===== config.mk =====
export PLATFORM = sky130hd
export DESIGN_NAME = nes_pad_responder
export DESIGN_NICKNAME = d
export VERILOG_FILES = /design/src/rtl/nes_pad_responder.sv
export SDC_FILE = /design/constraint.sdc
export NUM_CORES = 1
export LEC_CHECK = 0
export ABC_CLOCK_PERIOD_IN_PS = 2400
export BUFFER_PORTS_ARGS = -buffer_cell sky130_fd_sc_hd__clkbuf_2
export CAP_MARGIN = 20
export CORE_UTILIZATION = 50
export DETAILED_ROUTE_END_ITERATION = 8
export PLACE_DENSITY = 0.7
export SYNTH_ARGS = -nofsm -noshare
export SYNTH_HDL_FRONTEND = slang
export SYNTH_SLANG_ARGS = --single-unit

===== constraint.sdc =====
create_clock -name clk_25mhz -period 2.4 [get_ports clk_25mhz]
set_input_delay 0.36 -clock clk_25mhz [delete_from_list [all_inputs] [get_ports clk_25mhz]]
set_output_delay 0.36 -clock clk_25mhz [all_outputs]
set_load 0.005 [all_outputs]

===== src/rtl/nes_pad_responder.sv =====
`default_nettype none
// ============================================================================
//  Module   : nes_pad_responder
//  Purpose  : Device-side model of an NES game pad (4021-style shift register).
//             Answers the console reader's latch/clock pulses and returns the
//             eight button bits serially, A first, active-low.
//  Revision : 1.0  initial release
//
//  Ports
//    clk_25mhz   in   1  system clock
//    rst         in   1  asynchronous active-high reset
//    latch_in    in   1  latch from reader (async), high = parallel load
//    pclk_in     in   1  serial clock from reader (async), rise = next bit
//    buttons     in   8  pressed=1, {Right,Left,Down,Up,Start,Select,B,A}
//    data_out    out  1  serial data, pressed bit drives 0
//    shift_cnt   out  4  bits shifted since last latch, saturates at 15
//    frame_done  out  1  pulse when the 8th bit has been shifted
//    short_frame out  1  pulse when a latch arrives after 1..7 shifts
//    extra_clk   out  1  sticky: pclk rise seen after the 8th shift
// ============================================================================
module nes_pad_responder #(
  parameter int   FILT_CYC = 2,
  parameter logic FILL_BIT = 1'b0
) (
  input  logic       clk_25mhz,
  input  logic       rst,
  input  logic       latch_in,
  input  logic       pclk_in,
  input  logic [7:0] buttons,
  output logic       data_out,
  output logic [3:0] shift_cnt,
  output logic       frame_done,
  output logic       short_frame,
  output logic       extra_clk
);

  localparam logic [3:0] FILT_LIM = 4'(FILT_CYC);

  typedef enum logic [1:0] {
    IDLE  = 2'd0,
    LOAD  = 2'd1,
    SHIFT = 2'd2,
    DONE  = 2'd3
  } state_t;

  // Index 0 = latch_in, index 1 = pclk_in.
  logic [1:0] raw_w;
  logic [1:0] rise_w;
  logic [1:0] fall_w;

  assign raw_w = {pclk_in, latch_in};

  // --------------------------------------------------------------------------
  // Input conditioning: 2-flop synchronizer, then a level filter. The filter
  // counts consecutive samples that disagree with the accepted level; any
  // sample agreeing with the accepted level restarts the count.
  // --------------------------------------------------------------------------
  for (genvar gi = 0; gi < 2; gi++) begin : g_cond
    logic       sync1_q, sync2_q;
    logic       filt_q,  filt_d;
    logic [3:0] cnt_q,   cnt_d;
    logic       rise_q,  fall_q;

    always_comb begin
      cnt_d  = cnt_q;
      filt_d = filt_q;
      if (sync2_q == filt_q) begin
        cnt_d = '0;
      end else if ((cnt_q + 4'd1) >= FILT_LIM) begin
        filt_d = sync2_q;
        cnt_d  = '0;
      end else begin
        cnt_d = cnt_q + 4'd1;
      end
    end

    always_ff @(posedge clk_25mhz or posedge rst) begin
      if (rst) begin
        sync1_q <= 1'b0;
        sync2_q <= 1'b0;
        filt_q  <= 1'b0;
        cnt_q   <= '0;
        rise_q  <= 1'b0;
        fall_q  <= 1'b0;
      end else begin
        sync1_q <= raw_w[gi];
        sync2_q <= sync1_q;
        filt_q  <= filt_d;
        cnt_q   <= cnt_d;
        rise_q  <= filt_d & ~filt_q;
        fall_q  <= ~filt_d & filt_q;
      end
    end

    assign rise_w[gi] = rise_q;
    assign fall_w[gi] = fall_q;
  end : g_cond

  logic latch_rise_w, latch_fall_w, pclk_rise_w;
  assign latch_rise_w = rise_w[0];
  assign latch_fall_w = fall_w[0];
  assign pclk_rise_w  = rise_w[1];

  // --------------------------------------------------------------------------
  // Frame state machine
  // --------------------------------------------------------------------------
  state_t     state_q,       state_d;
  logic [7:0] sreg_q,        sreg_d;
  logic [3:0] shift_cnt_q,   shift_cnt_d;
  logic       frame_done_q,  frame_done_d;
  logic       short_frame_q, short_frame_d;
  logic       extra_clk_q,   extra_clk_d;
  logic       data_out_q,    data_out_d;

  always_comb begin
    state_d       = state_q;
    sreg_d        = sreg_q;
    shift_cnt_d   = shift_cnt_q;
    frame_done_d  = 1'b0;
    short_frame_d = 1'b0;
    extra_clk_d   = extra_clk_q;

    // A latch rise always wins over a coincident pclk rise.
    if (latch_rise_w) begin
      extra_clk_d = 1'b0;
      if (state_q == SHIFT && shift_cnt_q != 4'd0) begin
        short_frame_d = 1'b1;
      end
    end

    case (state_q)
      IDLE: begin
        if (latch_rise_w) begin
          state_d     = LOAD;
          sreg_d      = buttons;
          shift_cnt_d = '0;
        end
      end
      LOAD: begin
        // Transparent parallel load while the latch is held high.
        sreg_d      = buttons;
        shift_cnt_d = '0;
        if (latch_fall_w) begin
          state_d = SHIFT;
        end
      end
      SHIFT: begin
        if (latch_rise_w) begin
          state_d     = LOAD;
          sreg_d      = buttons;
          shift_cnt_d = '0;
        end else if (pclk_rise_w) begin
          sreg_d      = {1'b0, sreg_q[7:1]};
          shift_cnt_d = shift_cnt_q + 4'd1;
          if (shift_cnt_q == 4'd7) begin
            frame_done_d = 1'b1;
            state_d      = DONE;
          end
        end
      end
      DONE: begin
        if (latch_rise_w) begin
          state_d     = LOAD;
          sreg_d      = buttons;
          shift_cnt_d = '0;
        end else if (pclk_rise_w) begin
          extra_clk_d = 1'b1;
          if (shift_cnt_q != 4'hF) begin
            shift_cnt_d = shift_cnt_q + 4'd1;
          end
        end
      end
      default: state_d = IDLE;
    endcase

    // Registered data line follows the next-state view of the frame.
    case (state_d)
      IDLE:    data_out_d = 1'b1;
      DONE:    data_out_d = FILL_BIT;
      default: data_out_d = ~sreg_d[0];
    endcase
  end

  always_ff @(posedge clk_25mhz or posedge rst) begin
    if (rst) begin
      state_q       <= IDLE;
      sreg_q        <= '0;
      shift_cnt_q   <= '0;
      frame_done_q  <= 1'b0;
      short_frame_q <= 1'b0;
      extra_clk_q   <= 1'b0;
      data_out_q    <= 1'b1;
    end else begin
      state_q       <= state_d;
      sreg_q        <= sreg_d;
      shift_cnt_q   <= shift_cnt_d;
      frame_done_q  <= frame_done_d;
      short_frame_q <= short_frame_d;
      extra_clk_q   <= extra_clk_d;
      data_out_q    <= data_out_d;
    end
  end

  assign data_out    = data_out_q;
  assign shift_cnt   = shift_cnt_q;
  assign frame_done  = frame_done_q;
  assign short_frame = short_frame_q;
  assign extra_clk   = extra_clk_q;

endmodule : nes_pad_responder
`default_nettype wire


[After elaboration in Yosys (flattened, before gate mapping)]
Index checks and enable logic that the tools add are counted.
Word-level totals
  logic and storage cells: 87
  flip-flop bits (word level): 35
  memory bits (read-only): 0
  bits in writable memories: 0
  output and inout port bits: 8
  bits in latches: 0
  memories kept: 0
Operators by class
  muxes and demuxes: 36
  $add $sub $neg: 3
  magnitude comparators: 2
  shift operators: 0
  reductions and logical operators: 7
  equality and inequality tests: 13
  multipliers: 0
  div/mod/pow operators: 0
  bitwise logic cells: 7
Operator list (count)
  two-way mux 4 bit: 10
  two-way mux 8 bit: 3
  case mux 8 bit (3 select lines): 1
  case mux 4 bit (4 select lines): 1
  two-way mux 1 bit: 14
  adder 4 x 1 -> 4 bit, second input constant: 3
  two-way mux 2 bit: 5
  != test 3 bit, second input constant: 3
  >= comparator 4 x 2 -> 1 bit, second input constant: 2
  equality test 2 bit, second input constant: 3
  case mux 2 bit (3 select lines): 1
  equality test 4 x 3 -> 1 bit, second input constant: 1
  zero test 2 bit: 2
  != test 4 bit, second input constant: 1
  inverter 1 bit: 4
  AND reduction 4 bit: 1
  nonzero test 4 bit: 1
  bitwise AND 1 bit: 3
  equality test 1 bit: 2
  equality test 2 x 1 -> 1 bit, second input constant: 1
  != test 2 x 1 -> 1 bit, second input constant: 1
  != test 2 bit, second input constant: 1
  case mux 1 bit (2 select lines): 1
  AND reduction 2 bit: 1
  2 further kinds: 2

[Logic depth before layout (Yosys ltp)]
  depth after elaboration: 7
  gate-level depth with buffers: 9
  gate-level depth less buffers: 9

[Worst setup path after synthesis]
No wires, ideal clock.
  kind: register to register
  start: register state_q[0]
  end: register data_out_q (netlist: data_out)
  period minus slack after synthesis: 1863 ps
  path buffers: 0
  arrival: 1785 ps
  data required time: 2322 ps
  setup time: 78 ps
  setup slack: 537 ps
  stages on the path, launching flop included: 10
  cell sequence: dfrtp_1 -> inv_1 -> ha_1 -> nand2b_1 -> and2b_1 -> o21ai_0 -> and2_1 -> ha_1 -> nor2b_1 -> a31o_1
On the way
  cells in the longest elaborated chain, start to end: 6
RTL lines
  start: declaration: line 107  | state_t state_q, state_d;
  start signal: assignment: line 194  | state_q <= state_d;
  two-way mux 2 bit: line 155  | if (shift_cnt_q == 4'd7) begin
  two-way mux 2 bit: line 152  | end else if (pclk_rise_w) begin
  two-way mux 2 bit: line 148  | if (latch_rise_w) begin
  case mux 2 bit (3 select lines): line 131  | case (state_q)
  equality test 2 bit / zero test 2 bit (equally long branches): line 177  | case (state_d)
  case mux 1 bit (2 select lines) (*): line 177
  via data_out_d: line 113  | logic data_out_q, data_out_d;
  end signal: assignment: line 200  | data_out_q <= data_out_d;
  end: declaration: line 113
The timed path passes the listed nets; every way through them passes the cells marked *.
A chain may end at the register's enable or synchronous reset.

[Worst setup path after layout]
Same ends and word-level chain as after synthesis.

==> metrics.yaml <==
drt_drc: 0
vias_per_cell: 5.15
ant_nets: 0
cts_root_buffer: "sky130_fd_sc_hd__clkbuf_4"
cts_resized: 0
clock_tree.htree_level_count: 2
yosys.area_share.adder_pct: 8.31
globalRoute.busiestLayer: "met2"
synth_top_family_by_area: "simple AND/OR/NAND/NOR gates"
fp.dieW_um: 59.6
power_per_cell_area_mw_per_mm2: 967
track_usage_pct: 20.4
slew_viol_final: 0
globalRouteMet2Util_pct: 34.7
cts-root-to-sink-buffers: 2
cts_inserted_buffers: 5
setup-violations-final: 0
design.final.nets: 207
max_cap_viol_count: 0
grt_antenna_before_repair: 0
floorplan.initialDensity_pct: 53.4
quantity_of_hold_fixing_buffers_added_after_cts: 0
critPathArrivalTime_ns: 2.41
dr_total_vias: 1180
clock_skew_ns: 0.00416
maximum_number_of_pins_on_one_net_before_global_route_repair: 36
ys_seq_elements: 35
peakVddDrop_v: 0.000469
share_of_async_settable_or_async_resettable_flops_after_synthesis_pct: 100
postSynthAreaPerCell_um2: 10.7
grt_pass1_vias: 1220
cellLeakagePower_nw: 0.898
avgRoutedWirePerCell_um: 12.7
netlist_instances: 155
post_cts_buffers: 0
yosys.area_share.xor_xnor_pct: 2.11
post_route_cells_drive_above_1_share_pct: 20.5
min_period_ns: 2.12
dr.pass1.iters: 4
max_clock_freq_ghz: 0.472
synthesis.area_mm2: 0.00166
crit_fanout: 8
fin_hold_ws_ns: 0.0732
critical_path_class: "register to register"
wirelength_mm: 2.91
post_synth_and_or_nand_nor_area_fraction_pct: 18.5
end_kind: "register"
synth_edf_count: 0
ys_types: 41
post-route-period-util_pct: 88.3
leading_register_cell_type_out_of_synthesis: "sky130_fd_sc_hd__dfrtp_1"
placementRows: 20
worst_pin_slew_ns: 0.560
synth-compound-area-share_pct: 13.1
fp.dieH_um: 59.6
coreArea_mm2: 0.00310
gp_congestion: 0.845
postLayoutCellArea_mm2: 0.00190
dieArea_mm2: 0.00355
post-synth-top-area-cell: "sky130_fd_sc_hd__dfrtp_1"
rsz0062_at_grt: "false"
outcome: "finished, final reports clean"
post_route_setup_tns_ns: 0
synthDominantCellAreaShare_pct: 51.4
synth_seq_area_share_pct: 52.9
layout-area-overhead-vs-synth_pct: 14.7
clock_transition_time_at_the_flip_flop_clock_pins_of_the_worst_setup_and_hold_paths_ns: 0.10
grt.overflow.total: 0
final_hold_viol_count: 0
final_core_utilization_pct: 61.2
hpwl_detailed_mm: 2.19
type_of_the_worst_min_delay_path: "input port to asynchronous set/reset pin"
timing.critical_path.required_ns: 2.69
design.portCount: 20
insertedDiodeCount: 0
final_cells: 229
critical_path.startpoint_type: "register"
insertion_delay_ns: 0.34
grt_use_met3_pct: 4.59
post_detailed_placement_cell_area_mm2: 0.00181
cts.sinks: 35
post_synth_main_area_contributors: "sky130_fd_sc_hd__dfrtp_1 (51%), sky130_fd_sc_hd__ha_1 (8.3%), sky130_fd_sc_hd__nand2_1 (4.3%)"
yosys_warnings: 0
detail_route.iter0.violations: 35
use_met1_pct: 23.2
cts_tree: "done"
grt_first_pass_wirelength_mm: 5.16
post-place-cells: 221
timing.max_slew.rel_slack_pct: 62.7
port-buffer-count: 19
synth.area.mux_share_pct: 2.04
## flip-flops by register name, summed over array words and instances (netlist names)
| register | cells |
|---|---|
| frame_done | 1 |
| data_out | 1 |
| g_cond.cnt_q | 8 |
| state_q | 2 |
| g_cond.sync2_q | 2 |
| g_cond.sync1_q | 2 |
| g_cond.rise_q | 2 |
| short_frame | 1 |
| g_cond.filt_q | 2 |
| extra_clk | 1 |
| g_cond.fall_q | 1 |
| shift_cnt | 4 |
| sreg_q | 8 |
## stage by stage
step	worst slack (ns)	power (mW)
after floorplan	0.537	1.25
after global placement	0.432	1.37
after detailed placement	0.296	1.41
after CTS	0.260	1.86
after global routing	0.123	1.97
final	0.281	1.84
## metal layers
metal / up-vias / share of wire, %
li1: 592 / -
met1: 560 / 42
met2: 20 / 52
met3: 8 / 3.1
met4: 0 / 2.9
met5: - / 0
## layout by cell type, fill, tap and decap left out, types with 2 or more instances in the layout
master                      n
sky130_fd_sc_hd__a21oi_1    7
sky130_fd_sc_hd__inv_1      7
sky130_fd_sc_hd__nor3b_1    4
sky130_fd_sc_hd__nand2b_2   2
sky130_fd_sc_hd__clkbuf_2  19
sky130_fd_sc_hd__nor2_1     7
sky130_fd_sc_hd__clkbuf_4   5
sky130_fd_sc_hd__a31oi_1    2
sky130_fd_sc_hd__nand2b_1   2
sky130_fd_sc_hd__nor2b_1    4
sky130_fd_sc_hd__conb_1     6
sky130_fd_sc_hd__ha_1      11
sky130_fd_sc_hd__nand2_1   19
sky130_fd_sc_hd__mux2_2     3
sky130_fd_sc_hd__o21ai_1    8
sky130_fd_sc_hd__a22oi_1    4
sky130_fd_sc_hd__nand3b_1   2
sky130_fd_sc_hd__nor3_1     4
sky130_fd_sc_hd__a21oi_2    2
sky130_fd_sc_hd__xnor2_1    3
sky130_fd_sc_hd__dfrtp_1   34
sky130_fd_sc_hd__and3_1     2
sky130_fd_sc_hd__a32oi_1    2
sky130_fd_sc_hd__o21ai_0    5
sky130_fd_sc_hd__nor4_1     2
## where the power goes
group | switching [mW] | leakage [nW] | internal (mW)
clock | 0.195 | 0.0482 | 0.246
sequential | 0.0841 | 0.446 | 0.706
combinational | 0.346 | 0.403 | 0.259
total | 0.625 | 0.898 | 1.21
## critical path: stages, from the launching register on
cell and delay (ns):
sky130_fd_sc_hd__dfrtp_1 0.42, sky130_fd_sc_hd__inv_1 0.08, sky130_fd_sc_hd__ha_1 0.29, sky130_fd_sc_hd__nand2b_1 0.22, sky130_fd_sc_hd__and2b_1 0.21, sky130_fd_sc_hd__o21ai_0 0.21
sky130_fd_sc_hd__and2_1 0.16, sky130_fd_sc_hd__ha_1 0.24, sky130_fd_sc_hd__nor2b_1 0.13, sky130_fd_sc_hd__a31o_1 0.11
## layout make-up
cell class / instances / area [um2]
clock buffer: 6 / 51.3
clock inverter: 2 / 35.0
fill: 292 / 1200
inverter: 7 / 26.3
multi-input combinational: 115 / 752
sequential: 35 / 877
tap: 44 / 55.1
timing repair buffer: 20 / 103
## cell families (layout without fill, tap and decap cells)
kind of cell,after synthesis,in the layout
DFF,35,35
other,1,6
buffers and inverters,10,35
muxes,3,3
AOI/OAI and AO/OA,34,34
and+or+nand+nor,57,57
adders and majority gates,11,11
xor gates and xnor gates,4,4
## synth_stat cells, drive strengths merged, types with 2 or more instances
cell type / n
nor2: 7
and3: 2
a21oi: 9
nand2: 19
ha: 11
nand3b: 2
nand2b: 4
nor3b: 4
dfrtp: 34
o21ai: 13
a31oi: 2
inv: 7
nor3: 4
a22oi: 4
nor4: 2
nor2b: 4
a32oi: 2
xnor2: 3
buf: 2
mux2: 3
## worst paths after layout
kind                              startpoint           endpoint  slack, ns  cells after the start
setup / recovery                  state_q[0]           data_out       0.28                      9
hold / removal                           rst          sreg_q[5]       0.07                      3
setup reg to reg                  state_q[0]           data_out       0.28                      9
hold reg to reg            g_cond[0].sync1_q  g_cond[0].sync2_q       0.36                      0
max in group asynchronous                rst           data_out       2.00                      3
min in group clk_25mhz               pclk_in  g_cond[1].sync1_q       0.12                      1
No activity file was read; power rests on OpenSTA's default activity.
